**config.mk**
```make
export PLATFORM = sky130hd
export DESIGN_NAME = sun_sweep_scheduler
export DESIGN_NICKNAME = d
export VERILOG_FILES = /design/src/rtl/sun_sweep_scheduler.sv
export SDC_FILE = /design/constraint.sdc
export NUM_CORES = 1
export LEC_CHECK = 0
export ABC_AREA = 1
export BUFFER_PORTS_ARGS = -buffer_cell sky130_fd_sc_hd__buf_2
export CELL_PAD_IN_SITES_DETAIL_PLACEMENT = 1
export CELL_PAD_IN_SITES_GLOBAL_PLACEMENT = 1
export CORE_MARGIN = 1
export CORE_UTILIZATION = 39
export CTS_CLUSTER_SIZE = 20
export DETAILED_ROUTE_END_ITERATION = 6
export HOLD_SLACK_MARGIN = 0.15
export PLACE_DENSITY = 0.74
export RECOVER_POWER = 100
export SLEW_MARGIN = 40
export SYNTH_ARGS = -nofsm -noshare
export SYNTH_HDL_FRONTEND = slang
export SYNTH_SLANG_ARGS = --single-unit
```
**constraint.sdc**
```tcl
create_clock -name CLOCK_50 -period 1.79 [get_ports CLOCK_50]
set_input_delay 0.0895 -clock CLOCK_50 [delete_from_list [all_inputs] [get_ports CLOCK_50]]
set_output_delay 0.0895 -clock CLOCK_50 [all_outputs]
set_load 0.005 [all_outputs]
```
**src/rtl/sun_sweep_scheduler.sv**
```systemverilog
// Solar tracker sweep scheduler: sweeps the stepper, records the
// brightest position, returns to it and holds with optional rescan.
module sun_sweep_scheduler #(
  parameter int          TICK_CYCLES  = 50000000,
  parameter int          POSITIONS    = 11,
  parameter int          SETTLE_TICKS = 1,
  parameter int          HOLD_TICKS   = 10,
  parameter logic [3:0]  MIN_LEVEL    = 4'd1
) (
  input  logic       CLOCK_50,
  input  logic       reset,
  input  logic       start,
  input  logic       auto_rescan,
  input  logic [3:0] light,
  output logic       step_req,
  output logic       step_dir,
  input  logic       step_ack,
  output logic       motor_on,
  output logic [3:0] position,
  output logic [3:0] peak_level,
  output logic [3:0] peak_pos,
  output logic [2:0] state,
  output logic [3:0] hold_count,
  output logic       done
);

  localparam int TW = $clog2(TICK_CYCLES + 1);
  localparam logic [TW-1:0] TICK_RELOAD = TW'(TICK_CYCLES - 1);
  localparam logic [TW-1:0] TICK_ONE    = TW'(1);
  localparam logic [3:0] LAST_POS = 4'(POSITIONS - 1);
  localparam logic [3:0] SETTLE_N = 4'(SETTLE_TICKS);
  localparam logic [3:0] HOLD_N   = 4'(HOLD_TICKS);

  typedef enum logic [2:0] {
    S_IDLE   = 3'd0,
    S_HOME   = 3'd1,
    S_SETTLE = 3'd2,
    S_STEP   = 3'd3,
    S_RETURN = 3'd4,
    S_HOLD   = 3'd5
  } state_t;

  state_t        state_q, state_d;
  logic [TW-1:0] tick_q, tick_d;
  logic [3:0]    settle_q, settle_d;
  logic [3:0]    pos_q, pos_d;
  logic [3:0]    plvl_q, plvl_d;
  logic [3:0]    ppos_q, ppos_d;
  logic [3:0]    hold_q, hold_d;
  logic          req_q, req_d;
  logic          dir_q, dir_d;
  logic          tick;

  // Next-state, timing and step handshake logic
  always_comb begin
    state_d  = state_q;
    tick_d   = TICK_RELOAD;
    settle_d = '0;
    pos_d    = pos_q;
    plvl_d   = plvl_q;
    ppos_d   = ppos_q;
    hold_d   = hold_q;
    req_d    = req_q;
    dir_d    = dir_q;
    tick     = 1'b0;

    if (state_q == S_SETTLE || state_q == S_HOLD) begin
      tick   = (tick_q == '0);
      tick_d = tick ? TICK_RELOAD : tick_q - TICK_ONE;
    end
    if (state_q == S_SETTLE) begin
      settle_d = settle_q;
    end

    case (state_q)
      S_IDLE: begin
        if (start) begin
          plvl_d  = MIN_LEVEL;
          ppos_d  = '0;
          state_d = S_HOME;
        end
      end
      S_HOME: begin
        if (req_q) begin
          if (step_ack) begin
            req_d = 1'b0;
            pos_d = pos_q - 4'd1;
          end
        end else if (pos_q != '0) begin
          req_d = 1'b1;
          dir_d = 1'b0;
        end else begin
          state_d = S_SETTLE;
        end
      end
      S_SETTLE: begin
        if (tick) begin
          if (settle_q + 4'd1 >= SETTLE_N) begin
            settle_d = '0;
            if (light > plvl_q) begin
              plvl_d = light;
              ppos_d = pos_q;
            end
            state_d = (pos_q == LAST_POS) ? S_RETURN : S_STEP;
          end else begin
            settle_d = settle_q + 4'd1;
          end
        end
      end
      S_STEP: begin
        if (req_q) begin
          if (step_ack) begin
            req_d   = 1'b0;
            pos_d   = pos_q + 4'd1;
            state_d = S_SETTLE;
          end
        end else if (pos_q != LAST_POS) begin
          req_d = 1'b1;
          dir_d = 1'b1;
        end else begin
          state_d = S_RETURN;
        end
      end
      S_RETURN: begin
        if (req_q) begin
          if (step_ack) begin
            req_d = 1'b0;
            pos_d = pos_q - 4'd1;
          end
        end else if (pos_q > ppos_q) begin
          req_d = 1'b1;
          dir_d = 1'b0;
        end else begin
          hold_d  = HOLD_N;
          state_d = S_HOLD;
        end
      end
      S_HOLD: begin
        if (start) begin
          plvl_d  = MIN_LEVEL;
          ppos_d  = '0;
          state_d = S_HOME;
        end else if (auto_rescan && tick) begin
          if (hold_q <= 4'd1) begin
            hold_d  = '0;
            plvl_d  = MIN_LEVEL;
            ppos_d  = '0;
            state_d = S_HOME;
          end else begin
            hold_d = hold_q - 4'd1;
          end
        end
      end
      default: state_d = S_IDLE;
    endcase
  end

  // State registers, cleared asynchronously
  always_ff @(posedge CLOCK_50 or negedge reset) begin
    if (!reset) begin
      state_q  <= S_IDLE;
      tick_q   <= TICK_RELOAD;
      settle_q <= '0;
      pos_q    <= '0;
      plvl_q   <= MIN_LEVEL;
      ppos_q   <= '0;
      hold_q   <= HOLD_N;
      req_q    <= 1'b0;
      dir_q    <= 1'b0;
    end else begin
      state_q  <= state_d;
      tick_q   <= tick_d;
      settle_q <= settle_d;
      pos_q    <= pos_d;
      plvl_q   <= plvl_d;
      ppos_q   <= ppos_d;
      hold_q   <= hold_d;
      req_q    <= req_d;
      dir_q    <= dir_d;
    end
  end

  assign step_req   = req_q;
  assign step_dir   = dir_q;
  assign position   = pos_q;
  assign peak_level = plvl_q;
  assign peak_pos   = ppos_q;
  assign hold_count = hold_q;
  assign state      = state_q;
  assign done       = (state_q == S_HOLD);
  assign motor_on   = (state_q == S_HOME)   ||
                      (state_q == S_SETTLE) ||
                      (state_q == S_STEP)   ||
                      (state_q == S_RETURN);

endmodule
```
# After elaboration in Yosys (flattened, before gate mapping)
# Cells that the tools add are included.
[op_classes] add_sub_neg=5 muxes=64 eq_ne=29 magnitude_cmp=4 reduce_logical=18
[ops] op="2-to-1 mux 4 bit" n=27
[ops] op="2-to-1 mux 26 bit" n=2
[ops] op="2-to-1 mux 3 bit" n=14
[ops] op="zero test 26 bit" n=1
[ops] op="!= test 2 bit, second input constant" n=13
[ops] op="subtractor 26 x 1 -> 26 bit, second input constant" n=1
[ops] op="case mux 4 bit (3 select lines)" n=2
[ops] op="case mux 3 bit (6 select lines)" n=1
[ops] op="case mux 4 bit (2 select lines)" n=2
[ops] op="2-to-1 mux 1 bit" n=14
[ops] op="AND reduction 7 bit" n=2
[ops] op="AND reduction 11 bit" n=1
[ops] op="!= test 2 x 1 -> 1 bit, second input constant" n=5
[ops] op="AND reduction 5 bit" n=2
[ops] op="adder 4 x 1 -> 4 bit, second input constant" n=2
[ops] op="greater-than comparator 4 bit" n=2
[ops] op="subtractor 4 x 1 -> 4 bit, second input constant" n=2
[ops] op="equality test 3 x 2 -> 1 bit, second input constant" n=2
[ops] op="equality test 3 bit, second input constant" n=2
[ops] op="!= test 3 x 2 -> 1 bit, second input constant" n=2
[ops] op="!= test 3 bit, second input constant" n=2
[ops] op="case mux 1 bit (3 select lines)" n=2
[ops] op="nonzero test 3 bit" n=2
[ops] op="equality test 4 bit, second input constant" n=1
[ops] op="10 further kinds" n=14
[word_totals] reg_bits=51 word_cells=129 input_bits=9 output_inout_bits=23

# Longest topological paths before layout
# Gate-level depths: netlist of run 1.
[logic_depth] ltp_word=7 ltp_mapped=14 mapped_depth_nobuf=14

# Least setup slack after synthesis of run 1
# Ideal clock, no wire load.
[synth_timing] path_type="reg-to-reg" start="register state_q[1], in the netlist state[1]" end="register pos_q[3], in the netlist position[3]" setup_slack_ps=-101 n_path_buf=0 setup_time_ps=79 period_less_slack_ps=1891 path_stages_with_launch=11 t_arrival_ps=1812 required_time_ps=1711 path_cell_list="dfrtp_1 -> nor2_1 -> nand2_1 -> nand2_2 -> ha_1 -> nand2_1 -> nor2_1 -> a211oi_1 -> a21oi_1 -> o21ai_1 -> xor2_1"
[synth_between] elab_chain_cells=4 word_cells_on_any_way=11 cone_classes="eq/ne (7); mux (1); reduce/logical (3)"
[synth_rtl] element="from (decl)" line_no="43" text="state_t state_q, state_d;"
[synth_rtl] element="from (signal assigned)" line_no="171" text="state_q <= state_d;"
[synth_rtl] element="equality test 3 x 1 -> 1 bit / equality test 3 bit (equally long branches)" line_no="75" text="case (state_q)"
[synth_rtl] element="OR reduction 2 bit (no line)"
[synth_rtl] element="!= test 2 x 1 -> 1 bit (no line) / nonzero test 2 bit (equally long branches)"
[synth_rtl] element="AND reduction 5 bit (no line)"
[synth_rtl] element="to (signal assigned)" line_no="174" text="pos_q <= pos_d;"
[synth_rtl] element="to (decl)" line_no="46" text="logic [3:0] pos_q, pos_d;"
# Parallel ways exist; a longest one is shown, timed or not.
# A chain may end at the register's enable or synchronous reset.

# Worst setup path in the final report of run 1
[layout_timing] start="register state_q[2], in the netlist state[2]" end="register plvl_q[1], in the netlist peak_level[1]"
[layout_between] elab_chain_cells=6 word_cells_on_any_way=15 cone_classes="eq/ne (8); mux (2); reduce/logical (5)"
[layout_rtl] element="equality test 3 x 2 -> 1 bit / equality test 3 bit (equally long branches)" line_no="67, 75"
[layout_rtl] element="logical OR 1 bit" line_no="67" text="if (state_q == S_SETTLE || state_q == S_HOLD) begin"
[layout_rtl] element="2-to-1 mux 1 bit" line_no="67"
[layout_rtl] element="logical AND 1 bit" line_no="143" text="end else if (auto_rescan && tick) begin"
[layout_rtl] element="!= test 3 x 2 -> 1 bit (no line)"
[layout_rtl] element="AND reduction 7 bit (no line)"
[layout_rtl] element="to (signal assigned)" line_no="175" text="plvl_q <= plvl_d;"
[layout_rtl] element="to (decl)" line_no="47" text="logic [3:0] plvl_q, plvl_d;"
# Parallel ways exist; a longest one is shown, timed or not.

==> impl_results.md, run 1 <==
* Status: finished, violations left
* Failing checks: setup timing
* Die area at ~9000 µm²
* Worst path cell trace: buf_4 -> buf_4 -> nand2_4 -> nor2_8 -> inv_2 -> nand2_4 -> inv_4 -> nand2_2 -> nand2_2 -> a21oi_4 -> nand3_4 -> nand2_2 -> nand2_2
* Area contributors post-synth: dfrtp_1, dfstp_2, nand2_1
* Vias in the first global route at 3361
* Grt met2 use at 0.408
* Final setup vio count at 13
* Crit-path max FO at 8
* Worst Slack Setup Final at -0.0820 ns
* Die Ht at 95.0 µm
* Register share of total power at 0.261
* CP Launch Type: flop
* CTS buffer count at 5
* PortBufs at 31
* Reg2reg start: state[2]
* Reg2reg end: peak_level[1]
* Cell Area, Synth at ~3400 µm²
* Post-synth cell types at 42
* Slew Limit Fails at 0
* N_diodes at 0
* DP Cell Count at around 630
* RSZ-0062 raised after global routing: yes
* EDFF count, synth at 0
* Most common cell on crit path: nand2_2
* Synth-to-Final Area Change at 40.4%
* Avg Synthesized Cell Area at roughly 7.3 µm²
* Largest net degree at the start of global routing at 30
* Wire per inst at 16.9 µm
* Hold path startpoint: light[0]
* Reg2Reg Setup Slack at -0.08 ns
* Sw Pwr at 2.77 mW
* Worst r2r path cells at 13
* Layout cells sized above 1 at 0.404
* Gp weighted congestion at 0.775
* First-pass GRT wire length at ~16000 µm
* Power density cells at around 1300 nW/µm²
* Via count at between 3000 and 4000
* Boundary Pins at 32
* Min Hold Slack at 0.173 ns
* Grt peak-use layer: met2
* Crit Path Class: flop to flop
* CTS tree: yes
* CP endpoint kind: flop
* Skew-Pair Late Insertion Delay at approximately 0.32 ns
* Fin crit period at 1.87 ns
* Routing usage on met3 at 0.0351
* Initial Util at 0.407
* Worst path slowest cell: dfrtp_2
* Via density at roughly 5.2
* CORE AREA at 8300 µm²
* # nets final at 589
* DRC viols at 0
* # H-tree levels at 2
* DP Wirelength at approximately 7300 µm
* Detailed Route WL at roughly 11000 µm
* Initial antenna violation count at 0
* Clock Pin Slew Worst Setup and Hold Paths at around 0.10 ns
* GRT overflow at 0
* DR pass1 iterations at 4
* Worst path arrival time at between 2 and 2.5 ns
* Share of Yosys cell area claimed by the top area cell type at 0.222
* Hold Path Class: input pin to flop
* Fmax at between 0.5 and 0.6 GHz
* Worst EP required at between 2 and 2.5 ns
* Total track usage at 0.229
* Gate power share at 0.615
* M1 GR Usage at 0.285
* Seq/Total Area, Yosys at 0.386
* Post-Layout Cell Count at between 600 and 700
* Clock Power Share at 0.124
* Root buffer cell: clkbuf_8
* Cells after Synth at about 460
* Least-Margin Pin Slew at between 1 and 1.5 ns
* Worst vdd ir at about 0.80 mV
* CP peak stage delay at 0.46 ns
* Fin. Hold Viols at 0
* Synth Register Bits at 51
* Cell-internal power at around 3.4 mW
* Clock skew at roughly 0.0065 ns
* ANT nets after route at 0
* Leak at about 2.3 nW
* CTS sink cnt at 51
* Top post-synthesis cells by count: nand2_1, inv_1, nor2_1, dfrtp_1, nand3_1
* Clock Path Buffers at 2
* Post-synth ARST share at 1.00
* Die W at 95.0 µm
* Yosys top cell by area: dfrtp_1
* Slew HR at 0.0884
* Max_cap viols at 0
* Net Sw Frac at 0.447
* Cell with the most instances after synthesis: nand2_1
* Top FF cell, synth: dfrtp_1
* Hold depth at 5
* Syn_nets at around 500
* # rows at 33
* Fin crit share at 1.05
* Initial detailed-routing violation count at 75
* Yosys synthesis warning count at 0
* End of the worst hold path: peak_level[0]
==> through the flow <==
step	power (mW)	setup slack (ns)	utilization	instance area, µm²	setup TNS [ns]
after CTS	5.24	-0.0240	0.504	4180	-0.0469
after global routing	6.61	-0.130	0.571	4740	-2.20
after global placement	4.26	-0.0258	0.479	3970	-0.0258
after floorplan	3.23	0.00507	-	3390	0
after detailed placement	4.40	-0.164	0.479	3970	-0.355
final	6.19	-0.0820	0.571	4740	-0.522
==> kinds of logic after synthesis <==
kind of cell    count (synthesis)  share of synthesized area
simple gates                  258                      0.347
compound gates                 43                     0.0786
fa+ha+maj                      17                     0.0652
flops                          51                      0.386
xor+xnor                       11                     0.0285
buf+inv                        82                     0.0949
==> cell type report <==
cell class	instances	area, µm²
fill	1015	3560
inverter	77	304
timing repair buffer	99	759
tap	105	131
multi-input combinational	329	2140
sequential	51	1310
clock buffer	8	100
==> routing by layer <==
metal / vias to the layer above / wire length (µm)
li1: 1666 / -
met4: 0 / 251
met2: 61 / 6080
met3: 28 / 265
met5: - / 0
met1: 1730 / 4710
==> registers in the layout, summed over array words and instances (netlist names) <==
| name | count |
|---|---|
| step_dir | 1 |
| step_req | 1 |
| settle_q | 4 |
| peak_pos | 4 |
| peak_level | 4 |
| hold_count | 4 |
| position | 4 |
| state | 3 |
| tick_q | 26 |
==> placed cells by master (no fill, tap or decap), types with 3 or more instances in the layout <==
cell            n
clkbuf_8        7
nor3_1          5
nand3_4         3
xor2_1          8
inv_4           6
nor2_2         13
nor2_1         48
xnor2_1         3
nand2_2        30
dfrtp_2         6
o21ai_0        16
a21oi_4         3
nand3_1        20
buf_12          4
buf_2          26
nand3_2         9
dfstp_2        20
inv_1          61
nand2_1        86
buf_4          49
ha_1            7
a21oi_1        10
nand2_4         5
nand4_1        18
nor2_4         12
buf_6           6
inv_2          10
dlygate4sd3_1   4
clkbuf_1        8
ha_4            8
dfrtp_1        24
==> power groups by stage <==
| stage | clock network (mW) | logic [mW] | registers, mW |
|---|---|---|---|
| floorplan | 0 | 1.61 | 1.62 |
| global placement | 0 | 2.66 | 1.60 |
| detailed placement | 0 | 2.79 | 1.61 |
| CTS | 0.789 | 2.86 | 1.59 |
| global route | 0.830 | 4.13 | 1.65 |
| finish | 0.768 | 3.81 | 1.62 |
==> critical path, delay by kind of cell, from the launching register on <==
kind            cells  cell delay [ns]
buf+inv             4             0.36
compound gates      1             0.18
flops               1             0.46
simple gates        8             0.77
==> timing repair <==
action	CTS	global route
gates cloned	0	1
hold buffers	4	0
pin swaps	4	43
gates resized for setup	12	100
hold endpoints to repair	25	0
setup buffers	4	20
endpoints found under the setup margin	21	39
==> worst max path at each step <==
stage	from	endpoint	slack [ns]	cells past startpoint
5_1_grt	state[2]	peak_level[1]	-0.13	13
3_3_place_gp	tick_q[0]	tick_q[18]	-0.03	11
6_report	state[2]	peak_level[1]	-0.08	13
3_5_place_dp	tick_q[0]	tick_q[18]	-0.16	12
2_1_floorplan	state[1]	position[3]	0.005	10
4_1_cts	state[1]	position[3]	-0.02	10
No activity file was read; power rests on OpenSTA's default activity.
==> run 2: changes to the inputs <==
RECOVER_POWER = not set   (was 100)
==> impl_results.md, run 2 (synthesis results as in run 1) <==
* First-pass GRT wire length at approximately 16000 µm
* Most common cell after layout, fill and taps aside: nand2_1
* Die W at between 90 and 100 µm
* Crit Path Class: flop to flop
* # H-tree levels at 2
* Slew Limit Fails at 0
* DRC viols at 0
* Die area at ~9000 µm²
* CTS sink cnt at a little over 50
* Final Power at 6.22 mW
* RSZ-0062 raised after global routing: yes
* Worst r2r path cells at 13
* N_diodes at 0
* Layout cells sized above 1 at 0.418
* Critical path startpoint: state[2]
* Gp weighted congestion at a little under 0.8
* Via density at roughly 5.2
* Fin util at 0.574
* Number of flip-flops in the largest register at 26
* Status: finished, violations left
* ANT nets after route at 0
* Final setup vio count at 12
* Hold depth at 5
* CTS tree: yes
* Initial detailed-routing violation count at 69
* Worst path cell trace: buf_4 -> buf_4 -> nand2_4 -> nor2_8 -> inv_2 -> nand2_4 -> inv_4 -> nand2_2 -> nand2_2 -> a21oi_4 -> nand3_4 -> nand2_2 -> nand2_2
* Initial Util at 0.407
* Failing checks: setup timing
* Die Ht at between 90 and 100 µm
* Worst Slack Setup Final at -0.0822 ns
* Clock Path Buffers at 2
* Slew HR at 0.613
* Most common cell on crit path: nand2_2
* Least-Margin Pin Slew at 0.580 ns
* Root buffer cell: clkbuf_8
* # rows at 33
* DR pass1 iterations at 4
* Largest net degree at the start of global routing at 30
* Vias in the first global route at roughly 3400
* Hold Path Class: input pin to flop
* Worst EP required at between 2 and 2.5 ns
* CP top delay family: simple AND/OR/NAND/NOR gates
* # nets final at about 600
* Fin crit share at 1.05
* Reg2Reg Setup Slack at -0.08 ns
* Worst path slowest cell: dfrtp_2
* Worst vdd ir at around 0.81 mV
* Total track usage at 0.229
* DP Wirelength at roughly 7300 µm
* Wire per inst at between 15 and 20 µm
* Crit path to: peak_level[1]
* Initial antenna violation count at 0
* Fin crit period at approximately 1.9 ns
* Via count at between 3000 and 4000
* Clock skew at approximately 0.008 ns
* Boundary Pins at 32
* CP peak stage delay at roughly 0.46 ns
* Reg2reg start: state[2]
* Buf+Inv Stages, Crit Path at 4
* Skew-Pair Late Insertion Delay at around 0.32 ns
* GRT overflow at 0
* Reg2reg end: peak_level[1]
* Fmax at around 0.53 GHz
* Synth-to-Final Area Change at 41.1%
* Detailed Route WL at between 10000 and 15000 µm
* Worst path arrival time at around 2.1 ns
* PortBufs at 31
* Clock Pin Slew Worst Setup and Hold Paths at ~0.1 ns
* Biggest register: tick_q
* Crit-path max FO at 8
* CORE AREA at between 8000 and 9000 µm²
* CP Launch Type: flop
* Commonest non-fill, non-tap cells in the layout: nand2_1, inv_1, buf_4
* Leak at around 2.3 nW
* Power density cells at between 1000 and 1500 nW/µm²
* Max_cap viols at 0
* WP depth at 13
* Fin. Hold Viols at 0
* CTS buffer count at 5
* CP endpoint kind: flop
[run 2: worst min-delay path by stage]
stage	startpoint	endpoint	slack [ns]
after floorplan	reset	hold_count[0]	-0.21
after global placement	reset	tick_q[16]	0.11
after detailed placement	reset	tick_q[16]	0.13
after CTS	light[0]	peak_level[0]	0.17
after global routing	light[0]	peak_level[0]	0.18
final	light[0]	peak_level[0]	0.18
[run 2: worst register-to-register path, delay by kind of cell (launching register included)]
| kind | cells | cell delay, ns |
|---|---|---|
| AND/OR/NAND/NOR | 8 | 0.76 |
| flip-flops | 1 | 0.46 |
| buffers and inverters | 4 | 0.36 |
| AO/OA/AOI/OAI | 1 | 0.18 |
[run 2: routing by layer]
| layer | share of wire | track usage | vias up |
|---|---|---|---|
| li1 | - | - | 1668 |
| met1 | 0.42 | 0.285 | 1720 |
| met2 | 0.54 | 0.408 | 51 |
| met3 | 0.023 | 0.0351 | 24 |
| met4 | 0.020 | 0.0644 | 0 |
| met5 | 0 | 0 | - |
[run 2: power by group]
group	switching (mW)	total (mW)	internal, mW	leakage [nW]
registers	0.229	1.62	1.39	0.614
clock network	0.415	0.770	0.354	0.0515
logic	2.13	3.83	1.70	1.65
[run 2: per-stage QoR]
| stage | worst slack [ns] | std cells | hold WS, ns | TNS [ns] | cell area (µm²) |
|---|---|---|---|---|---|
| after floorplan | 0.00507 | 462 | -0.206 | 0 | 3390 |
| after CTS | -0.0240 | 648 | 0.168 | -0.0469 | 4180 |
| final | -0.0822 | 669 | 0.180 | -0.516 | 4760 |
| after global placement | -0.0258 | 632 | 0.108 | -0.0258 | 3970 |
| after global routing | -0.130 | 669 | 0.178 | -1.75 | 4760 |
| after detailed placement | -0.164 | 632 | 0.126 | -0.355 | 3970 |
[run 2: area by class of cell]
cell class / count / area [µm²]
fill: 1011 / 3540
multi-input combinational: 329 / 2140
sequential: 51 / 1310
timing repair buffer: 99 / 782
inverter: 77 / 304
tap: 105 / 131
clock buffer: 8 / 100
[run 2: repair_timing]
item	CTS	global route
setup buffers	4	20
hold endpoints to repair	25	0
hold buffers	4	0
cloned	0	1
pin swaps	4	43
setup endpoints to repair	21	39
gates resized for setup	12	100
